[src/rtl/efpga_tcdm_pkg.sv]
// Shared types for the eFPGA TCDM arbiter: request/response bundles, port ID, default address base.
// Latency: n/a (types and constants only).
// Backpressure: n/a.
package efpga_tcdm_pkg;

  // Widest eFPGA-side address the request bundle can carry; the arbiter's ADDR_W must not exceed it.
  localparam int TCDM_ADDR_W = 20;
  // Enough bits to name up to 8 eFPGA ports.
  localparam int PORT_ID_W = 3;
  // Upper address bits prepended to eFPGA addresses by default (L2 window).
  localparam logic [31:0] ADDR_BASE_DEF = 32'h1C00_0000;

  typedef logic [PORT_ID_W-1:0] port_id_t;

  typedef struct packed {
    logic                   wen;   // 1 = read, 0 = write
    logic [TCDM_ADDR_W-1:0] addr;
    logic [3:0]             be;
    logic [31:0]            wdata;
  } tcdm_req_t;

  typedef struct packed {
    logic        rvalid;
    logic [31:0] rdata;
  } tcdm_rsp_t;

endpackage

[src/rtl/efpga_tcdm_id_fifo.sv]
// Small FIFO of port IDs for in-order response routing.
// Latency: head visible the cycle after push into an empty FIFO; push and pop may share a cycle.
// Backpressure: push ignored when full, pop ignored when empty; caller gates on full_o/empty_o.
// Ports: clk_i/rst_ni (async active-low), push_i/din_i, pop_i, head_o, full_o, empty_o.
module efpga_tcdm_id_fifo #(
  parameter int DEPTH = 4,   // power of 2
  parameter int WIDTH = 3
) (
  input  logic             clk_i,
  input  logic             rst_ni,
  input  logic             push_i,
  input  logic [WIDTH-1:0] din_i,
  input  logic             pop_i,
  output logic [WIDTH-1:0] head_o,
  output logic             full_o,
  output logic             empty_o
);

  localparam int PTR_W = (DEPTH > 1) ? $clog2(DEPTH) : 1;
  localparam int CNT_W = $clog2(DEPTH) + 1;

  logic [WIDTH-1:0] mem_q [DEPTH];
  logic [PTR_W-1:0] wr_ptr_q, rd_ptr_q;
  logic [CNT_W-1:0] count_q;
  logic             do_push, do_pop;

  assign full_o  = (count_q == CNT_W'(DEPTH));
  assign empty_o = (count_q == '0);
  assign do_push = push_i && !full_o;
  assign do_pop  = pop_i && !empty_o;
  assign head_o  = mem_q[rd_ptr_q];

  // Storage needs no reset: the head is only consumed while count_q is non-zero.
  always_ff @(posedge clk_i) begin
    if (do_push) mem_q[wr_ptr_q] <= din_i;
  end

  // Pointers wrap naturally because DEPTH is a power of 2.
  always_ff @(posedge clk_i or negedge rst_ni) begin
    if (!rst_ni) begin
      wr_ptr_q <= '0;
      rd_ptr_q <= '0;
      count_q  <= '0;
    end else begin
      if (do_push) wr_ptr_q <= wr_ptr_q + 1'b1;
      if (do_pop)  rd_ptr_q <= rd_ptr_q + 1'b1;
      case ({do_push, do_pop})
        2'b10:   count_q <= count_q + 1'b1;
        2'b01:   count_q <= count_q - 1'b1;
        default: count_q <= count_q;
      endcase
    end
  end

endmodule

[src/rtl/efpga_tcdm_arbiter.sv]
// Round-robin arbiter folding N_PORTS eFPGA TCDM masters onto one SoC interconnect port.
// Latency: request select and grant are combinational (0 cycles); responses routed the same cycle as m_rvalid_i.
// Backpressure: m_req_o drops while MAX_OUTST responses are pending; requesters hold req/payload until granted.
// Ports: s_* per-port slave side (req/wen/addr/be/wdata in, gnt/rvalid/rdata out), m_* interconnect side,
//   err_o sticky unexpected-response flag, stat_clr_i/stat_cnt_o per-port grant counters.
// Build option: define EFPGA_TCDM_ARB_STATS_EN for 16-bit saturating grant counters; otherwise stat_cnt_o is 0.
module efpga_tcdm_arbiter
  import efpga_tcdm_pkg::*;
#(
  parameter int          N_PORTS   = 4,
  parameter int          ADDR_W    = TCDM_ADDR_W,
  parameter int          MAX_OUTST = 4,
  parameter logic [31:0] ADDR_BASE = ADDR_BASE_DEF
) (
  input  logic                  clk_i,
  input  logic                  rst_ni,
  input  logic [N_PORTS-1:0]    s_req_i,
  input  logic [N_PORTS-1:0]    s_wen_i,
  input  logic [N_PORTS*ADDR_W-1:0] s_addr_i,
  input  logic [N_PORTS*4-1:0]  s_be_i,
  input  logic [N_PORTS*32-1:0] s_wdata_i,
  output logic [N_PORTS-1:0]    s_gnt_o,
  output logic [N_PORTS-1:0]    s_rvalid_o,
  output logic [N_PORTS*32-1:0] s_rdata_o,
  output logic                  m_req_o,
  output logic                  m_wen_o,
  output logic [31:0]           m_addr_o,
  output logic [3:0]            m_be_o,
  output logic [31:0]           m_wdata_o,
  input  logic                  m_gnt_i,
  input  logic                  m_rvalid_i,
  input  logic [31:0]           m_rdata_i,
  output logic                  err_o,
  input  logic                  stat_clr_i,
  output logic [N_PORTS*16-1:0] stat_cnt_o
);

  tcdm_req_t port_req [N_PORTS];
  tcdm_req_t sel_req;
  tcdm_rsp_t m_rsp;
  port_id_t  rr_ptr_q, sel, sel_hi, sel_lo, fifo_head;
  logic      found_hi, fifo_full, fifo_empty, push, pop;

  always_comb begin
    for (int i = 0; i < N_PORTS; i++) begin
      port_req[i].wen   = s_wen_i[i];
      port_req[i].addr  = TCDM_ADDR_W'(s_addr_i[i*ADDR_W +: ADDR_W]);
      port_req[i].be    = s_be_i[i*4 +: 4];
      port_req[i].wdata = s_wdata_i[i*32 +: 32];
    end
  end

  assign m_rsp = '{rvalid: m_rvalid_i, rdata: m_rdata_i};

  // Round robin as two priority scans: lowest requester at or above the pointer,
  // falling back to the lowest requester overall (the wrapped part of the search).
  always_comb begin
    sel_hi   = '0;
    sel_lo   = '0;
    found_hi = 1'b0;
    for (int i = N_PORTS - 1; i >= 0; i--) begin
      if (s_req_i[i]) begin
        sel_lo = port_id_t'(i);
        if (port_id_t'(i) >= rr_ptr_q) begin
          sel_hi   = port_id_t'(i);
          found_hi = 1'b1;
        end
      end
    end
    sel = found_hi ? sel_hi : sel_lo;
  end

  // A full ID FIFO blocks the request even if a pop frees a slot this cycle.
  assign m_req_o = (|s_req_i) && !fifo_full;
  assign push    = m_req_o && m_gnt_i;
  assign pop     = m_rsp.rvalid && !fifo_empty;

  always_comb begin
    sel_req    = '0;
    s_gnt_o    = '0;
    s_rvalid_o = '0;
    for (int i = 0; i < N_PORTS; i++) begin
      if (m_req_o && (sel == port_id_t'(i))) sel_req = port_req[i];
      if (push && (sel == port_id_t'(i)))    s_gnt_o[i] = 1'b1;
      if (pop && (fifo_head == port_id_t'(i))) s_rvalid_o[i] = 1'b1;
    end
  end

  assign m_wen_o   = sel_req.wen;
  assign m_addr_o  = m_req_o ? {ADDR_BASE[31:ADDR_W], sel_req.addr[ADDR_W-1:0]} : '0;
  assign m_be_o    = sel_req.be;
  assign m_wdata_o = sel_req.wdata;
  assign s_rdata_o = {N_PORTS{m_rsp.rdata}};

  always_ff @(posedge clk_i or negedge rst_ni) begin
    if (!rst_ni) begin
      rr_ptr_q <= '0;
      err_o    <= 1'b0;
    end else begin
      if (push) rr_ptr_q <= (sel == port_id_t'(N_PORTS - 1)) ? '0 : sel + 1'b1;
      // A response with nothing outstanding has no owner; flag it until reset.
      if (m_rsp.rvalid && fifo_empty) err_o <= 1'b1;
    end
  end

  efpga_tcdm_id_fifo #(
    .DEPTH (MAX_OUTST),
    .WIDTH (PORT_ID_W)
  ) u_id_fifo (
    .clk_i   (clk_i),
    .rst_ni  (rst_ni),
    .push_i  (push),
    .din_i   (sel),
    .pop_i   (pop),
    .head_o  (fifo_head),
    .full_o  (fifo_full),
    .empty_o (fifo_empty)
  );

`ifdef EFPGA_TCDM_ARB_STATS_EN
  logic [15:0] cnt_q [N_PORTS];

  // Clear has priority over a same-cycle grant; counters stick at all-ones.
  always_ff @(posedge clk_i or negedge rst_ni) begin
    if (!rst_ni) begin
      for (int i = 0; i < N_PORTS; i++) cnt_q[i] <= '0;
    end else begin
      for (int i = 0; i < N_PORTS; i++) begin
        if (stat_clr_i)                             cnt_q[i] <= '0;
        else if (s_gnt_o[i] && cnt_q[i] != 16'hFFFF) cnt_q[i] <= cnt_q[i] + 1'b1;
      end
    end
  end

  always_comb begin
    stat_cnt_o = '0;
    for (int i = 0; i < N_PORTS; i++) stat_cnt_o[i*16 +: 16] = cnt_q[i];
  end
`else
  logic unused_stat_clr;
  assign unused_stat_clr = stat_clr_i;
  assign stat_cnt_o      = '0;
`endif

endmodule

[config.mk]
export PLATFORM = sky130hd
export DESIGN_NAME = efpga_tcdm_arbiter
export DESIGN_NICKNAME = d
export VERILOG_FILES = /design/src/rtl/efpga_tcdm_pkg.sv /design/src/rtl/efpga_tcdm_id_fifo.sv /design/src/rtl/efpga_tcdm_arbiter.sv
export SDC_FILE = /design/constraint.sdc
export NUM_CORES = 1
export LEC_CHECK = 0
export CAP_MARGIN = 15
export CORE_AREA = 3 3 206 208
export DETAILED_ROUTE_END_ITERATION = 7
export DIE_AREA = 0 0 209 211
export SETUP_SLACK_MARGIN = 0.5
export SYNTH_ARGS = -nofsm -noshare
export SYNTH_HDL_FRONTEND = slang
export SYNTH_HIERARCHICAL = 1
export SYNTH_SLANG_ARGS = --single-unit
[constraint.sdc]
create_clock -name clk_i -period 3.45 [get_ports clk_i]
set_clock_uncertainty 0.05 [all_clocks]
set_input_delay 0.69 -clock clk_i [delete_from_list [all_inputs] [get_ports clk_i]]
set_output_delay 0.69 -clock clk_i [all_outputs]
set_load 0.03 [all_outputs]
Yosys cells after proc, flatten, opt, wreduce, memory -nomap -nowiden
Memory sizes are Yosys's and may differ from the RTL's.
Cells that the tools add are included.
- add/subtract/negate cells: 5
- $mul: 0
- div/mod/pow operators: 0
- $lt $le $gt $ge: 4
- equality and inequality tests: 9
- shift-type cells: 0
- multiplexer cells: 38
- bitwise operators: 0
- reductions and logical operators: 25
- operators with widths (cell ; count):
    57-bit 2-to-1 mux ; 4
    3-bit 2-to-1 mux ; 11
    29-bit 2-to-1 mux ; 1
    1-bit logical AND ; 18
    1-bit 2-to-1 mux ; 18
    3-bit by 2-bit == test with 1-bit output, second input constant ; 4
    3-bit logical NOT ; 3
    3-bit by 1-bit adder with 3-bit output, second input constant ; 2
    3-bit by 1-bit == test with 1-bit output, second input constant ; 2
    1-bit by 3-bit greater-or-equal comparator with 1-bit output, first input constant ; 2
    2-bit by 3-bit greater-or-equal comparator with 1-bit output, first input constant ; 2
    2-bit 2-to-1 mux ; 3
    3-bit case mux with 2 select lines ; 1
    2-bit by 1-bit adder with 2-bit output, second input constant ; 2
    4-bit OR reduction ; 1
    3-bit == test, second input constant ; 1
    3-bit by 1-bit subtractor with 3-bit output, second input constant ; 1
    2-bit by 1-bit == test with 1-bit output, second input constant ; 1
    2-bit == test, second input constant ; 1
    1-bit logical NOT ; 2
    2-bit nonzero test ; 1
- register bits: 11
- bits in latches: 0
- memory bits (writable): 12
- ROM bits: 0
- bits of input ports: 269
- output and inout bits: 271
- word-level logic and storage cells: 87
- memories: 1
- memory list (memory ; depth ; bits a word ; rd ports ; clocked after Yosys merged registers in ; write ports ; line ; text):
    u_id_fifo.mem_q ; 4 ; 3 ; 1 ; 0 ; 1 ; efpga_tcdm_id_fifo.sv:22 ; logic [WIDTH-1:0] mem_q [DEPTH];

Logic depth before layout (Yosys ltp)
- depth in word-level cells: 17
- depth in mapped cells: 10
- depth with buffers taken out: 10

Cells and area by module
The synthesis kept the hierarchy.
- by module, submodules not included (module ; instances ; cells each ; area each (sq um) ; seq. area each (sq um)):
    efpga_tcdm_arbiter ; 1 ; 637 ; 4169.0 ; 75.1
    efpga_tcdm_id_fifo ; 1 ; 54 ; 873.3 ; 535.5

Least setup slack after synthesis
Ideal clock, no wire load.
- path type: input -> output
- from: input port s_req_i[0]
- to: output port m_be_o[2]
- arrival time: 2.771 ns
- data required time: 2.710 ns
- setup slack: -0.061 ns
- stages on the path: 8
- path buffers: 1
- path through: or3b_2 o221ai_1 inv_1 ha_1 buf_2 nand3b_1 a221o_1 a21oi_1
- cells in the longest elaborated chain, start to end: 8
- elaborated cells on any way between the ends: 18
- classes of those cells: eq/ne: 3; mux: 8; reduce/logical: 7
- RTL lines (what ; line ; text):
    start: declaration ; efpga_tcdm_arbiter.sv:17 ; input logic [N_PORTS-1:0] s_req_i,
    3-bit 2-to-1 mux / 1-bit 2-to-1 mux (equally long branches) ; efpga_tcdm_arbiter.sv:62 ; if (s_req_i[i]) begin
    3-bit 2-to-1 mux (*) ; efpga_tcdm_arbiter.sv:70 ; sel = found_hi ? sel_hi : sel_lo;
    named net sel[0] ; efpga_tcdm_arbiter.sv:41 ; port_id_t rr_ptr_q, sel, sel_hi, sel_lo, fifo_head;
    3-bit logical NOT ; efpga_tcdm_arbiter.sv:83 ; if (m_req_o && (sel == port_id_t'(i))) sel_req = port_req[i];
    1-bit logical AND ; efpga_tcdm_arbiter.sv:83 ;
    57-bit 2-to-1 mux (3 in series) ; efpga_tcdm_arbiter.sv:83 ;
    57-bit 2-to-1 mux (*) ; efpga_tcdm_arbiter.sv:83 ;
    end: declaration ; efpga_tcdm_arbiter.sv:28 ; output logic [3:0] m_be_o,
Mark *: on every way through the listed nets, which the timed path passes. The rest lies on a longest branch.

Worst setup path after layout
- from: input port s_req_i[1]
- to: output port m_wdata_o[0]
- cells in the longest elaborated chain, start to end: 10
- elaborated cells on any way between the ends: 23
- classes of those cells: eq/ne: 3; mux: 13; reduce/logical: 7
- RTL lines (what ; line ; text):
    3-bit 2-to-1 mux / 1-bit 2-to-1 mux (equally long branches) ; efpga_tcdm_arbiter.sv:62 ;
    3-bit 2-to-1 mux / 1-bit 2-to-1 mux (equally long branches) ; efpga_tcdm_arbiter.sv:64 ; if (port_id_t'(i) >= rr_ptr_q) begin
    3-bit 2-to-1 mux / 1-bit 2-to-1 mux (equally long branches) ; efpga_tcdm_arbiter.sv:62 ;
    3-bit 2-to-1 mux ; efpga_tcdm_arbiter.sv:70 ;
    3-bit logical NOT ; efpga_tcdm_arbiter.sv:83 ;
    1-bit logical AND ; efpga_tcdm_arbiter.sv:83 ;
    57-bit 2-to-1 mux (3 in series) ; efpga_tcdm_arbiter.sv:83 ;
    57-bit 2-to-1 mux (*) ; efpga_tcdm_arbiter.sv:83 ;
    end: declaration ; efpga_tcdm_arbiter.sv:29 ; output logic [31:0] m_wdata_o,
Every way passes the cells marked *; elsewhere a longest branch is shown, timed or not.

==> metrics.csv <==
metric,value,unit
cts_tree,yes,
cp.arrival,2.77,ns
rsz0062_at_grt,yes,
ir_drop,0.5078,mV
holdCritPathClass,reg2reg,
gp_congestion,0.7622,
fin_cells,1451,
grt_max_degree,43,
path_clk_slew,0.05,ns
status,"finished, violations left",
synthTopCellsByCount,"buf_4 (206), a21oi_1 (115), inv_1 (66)",
cp-end-kind,primary output,
coreArea,40740,um^2
chipWidth,209,um
routed_wl,26640,um
nNetsFinal,1195,
ys.warnings.count,6,
violations,negative setup slack,
avgRoutedWirePerCell,18.36,um
drive_above_1_share,28.74,%
grt_pass1_wl,34770,um
critPathBufInv,6,
ys.flop_type,edfxtp_1,
start_kind,input port,
critical_path_class,in2out,
grtUsageTotal,10.21,%
vias,5565,
numCtsBuffers,3,
dieArea,44100,um^2
ys_types,42,
dp_cells,1392,
hpwl,18000,um
area_growth,91.41,%
dpl_worst_slack,-0.4350,ns
clk-insertion-delay-late,0.25,ns
cp_slowest_cell,a221o_1,
seq_area_frac_synth,12.11,%
grt_pass1_vias,5660,
synth_top_area_cell,buf_4,
avgViaCountPerCell,3.835,
placed_cell_area,8433,um^2
syn_avg_cell_area,7.297,um^2
fin_tns_setup,-0.3065,ns
maxCapViolations,0,
finalCriticalPeriod,3.512,ns
antenna_found_initial,4,
clock.fmax,0.2848,GHz
fin_ws,-0.06153,ns
port_buffers,305,
finalCritPeriodShare,101.8,%
dieHeight,211,um
dr.pass1.iters,4,
h-tree-depth,1,
clockBufferDepth,2,
io_pins,540,
required,2.71,ns
synth-seq-cells,22,
yosysMostFrequentCell,buf_4,
max_stage_delay,0.38,ns
yosys-top-cells-area,"buf_4 (31%), a21oi_1 (11%), a221o_1 (11%), nand3b_1 (8.5%), edfxtp_1 (7.1%)",
syn_inst,691,
synthArstFlopShare,45.45,%
route.detailed.drc,0,
design_area,9652,um^2
path_max_fanout,6,
num-fill-cells,4413,
finalSetupViolCount,13,
p_per_area,888.2,nW/um^2
fp-row-count,74,
antenna_left,0,
clock_sinks,22,
critical_path.top_delay_family,compound AO/OA/AOI/OAI gates,
synth_top_area_share,30.67,%
hold_viol,0,
p_leak,3.724,nW
synth-edff-count,12,
start_util,12.38,%
cts_root_buf,clkbuf_16,
syn_area,5042,um^2
maxSlewViolCount,0,
drt_first_iter_violations,252,
crit_chain,"buf_8, mux2_4, o221ai_4, buf_6, ha_4, buf_12, buf_12, buf_16, a21oi_1, a221o_1, a21oi_4, buf_6",
grt_overflow,0,
## power breakdown
part	internal (mW)	leakage, nW	switching, mW
combinational	3.83	3.46	4.01
clock	0.154	0.0386	0.0860
sequential	0.385	0.222	0.0998
total	4.37	3.72	4.20
## per-layer routing
layer | vias up | part of all wire (%) | global-route usage [%]
met5 | - | 0 | 0
met2 | 263 | 50 | 18.22
met1 | 2662 | 38 | 11.53
met4 | 0 | 4.8 | 5.520
met3 | 100 | 7.2 | 1.886
li1 | 2540 | - | -
## flip-flops by register name, summed over array words and instances, names as in the netlist
| signal | count |
|---|---|
| err_o | 1 |
| u_id_fifo/wr_ptr_q | 2 |
| u_id_fifo/rd_ptr_q | 2 |
| u_id_fifo/count_q | 3 |
| rr_ptr_q | 2 |
| u_id_fifo/mem_q | 12 |
## cell families (layout without fill, tap and decap cells)
family	after synthesis	count (layout)	share of synthesized area, %
XOR/XNOR	6	6	1.042
flip-flops	22	22	12.11
multiplexers	7	7	2.307
buffers and inverters	322	470	41.12
adder cells (fa/ha/maj)	10	10	2.630
AND/OR/NAND/NOR	143	143	16.77
other	1	81	0.07437
AO/OA/AOI/OAI	180	180	23.95
## final timing paths
kind,slack [ns],from,cells past startpoint,to
min,0.41,err_o,1,err_o
max in group asynchronous,2.27,rst_ni,1,u_id_fifo/rd_ptr_q[0]
max,-0.06,s_req_i[1],12,m_wdata_o[0]
min in group asynchronous,0.72,rst_ni,1,u_id_fifo/wr_ptr_q[1]
min reg2reg,0.41,err_o,1,err_o
max reg2reg,1.16,u_id_fifo/count_q[0],10,u_id_fifo/count_q[2]
## area by class of cell
| class | count | area, um^2 | area share, % |
|---|---|---|---|
| well taps | 532 | 665.6 | 6.897 |
| inverters | 66 | 247.7 | 2.567 |
| clock inverters | 1 | 3.754 | 0.03889 |
| flip-flops and latches | 22 | 613.1 | 6.352 |
| diodes | 4 | 10.01 | 0.1037 |
| repair buffers | 400 | 4613 | 47.80 |
| clock buffers | 3 | 75.07 | 0.7778 |
| multi-input cells | 423 | 3423 | 35.47 |
## repair_timing
action,4_1_cts,5_1_grt
pin swaps,31,15
gates resized for setup,109,30
hold buffers,0,0
setup endpoints to repair,68,65
hold endpoints to repair,0,0
buffers inserted,22,11
cloned,11,7
## stage by stage
stage / power [mW] / utilization (%) / hold slack (ns)
detailed placement: 6.904 / 20.70 / 0.3972
floorplan: 4.957 / - / 0.3444
global route: 8.974 / 23.69 / 0.4235
CTS: 8.292 / 22.90 / 0.4098
finish: 8.573 / 23.69 / 0.4099
global placement: 6.839 / 20.70 / 0.3948
## cell usage in the layout (no fill, tap or decap), types with 2 or more instances in the layout
cell               n
buf_4             41
clkbuf_16          7
dlygate4sd2_1      3
a21oi_2            4
nor3b_2            2
nand3b_1          57
clkbuf_2           3
buf_16            12
inv_2              2
conb_1            77
a21oi_4           58
nand2_1           61
xnor2_1            3
clkdlybuf4s50_1  232
dfrtp_2            2
buf_8              2
and2_1             2
mux2_2             2
dfrtp_1            8
buf_6             65
diode_2            4
and2_2             3
a221o_1           57
mux4_2             3
edfxtp_1          12
and2_4             3
inv_1             64
a21oi_1           53
nor2_1             4
ha_4               4
ha_1               5
mux2_4             2
xor2_1             3
buf_12            35
(Power assumes the default switching activity.)
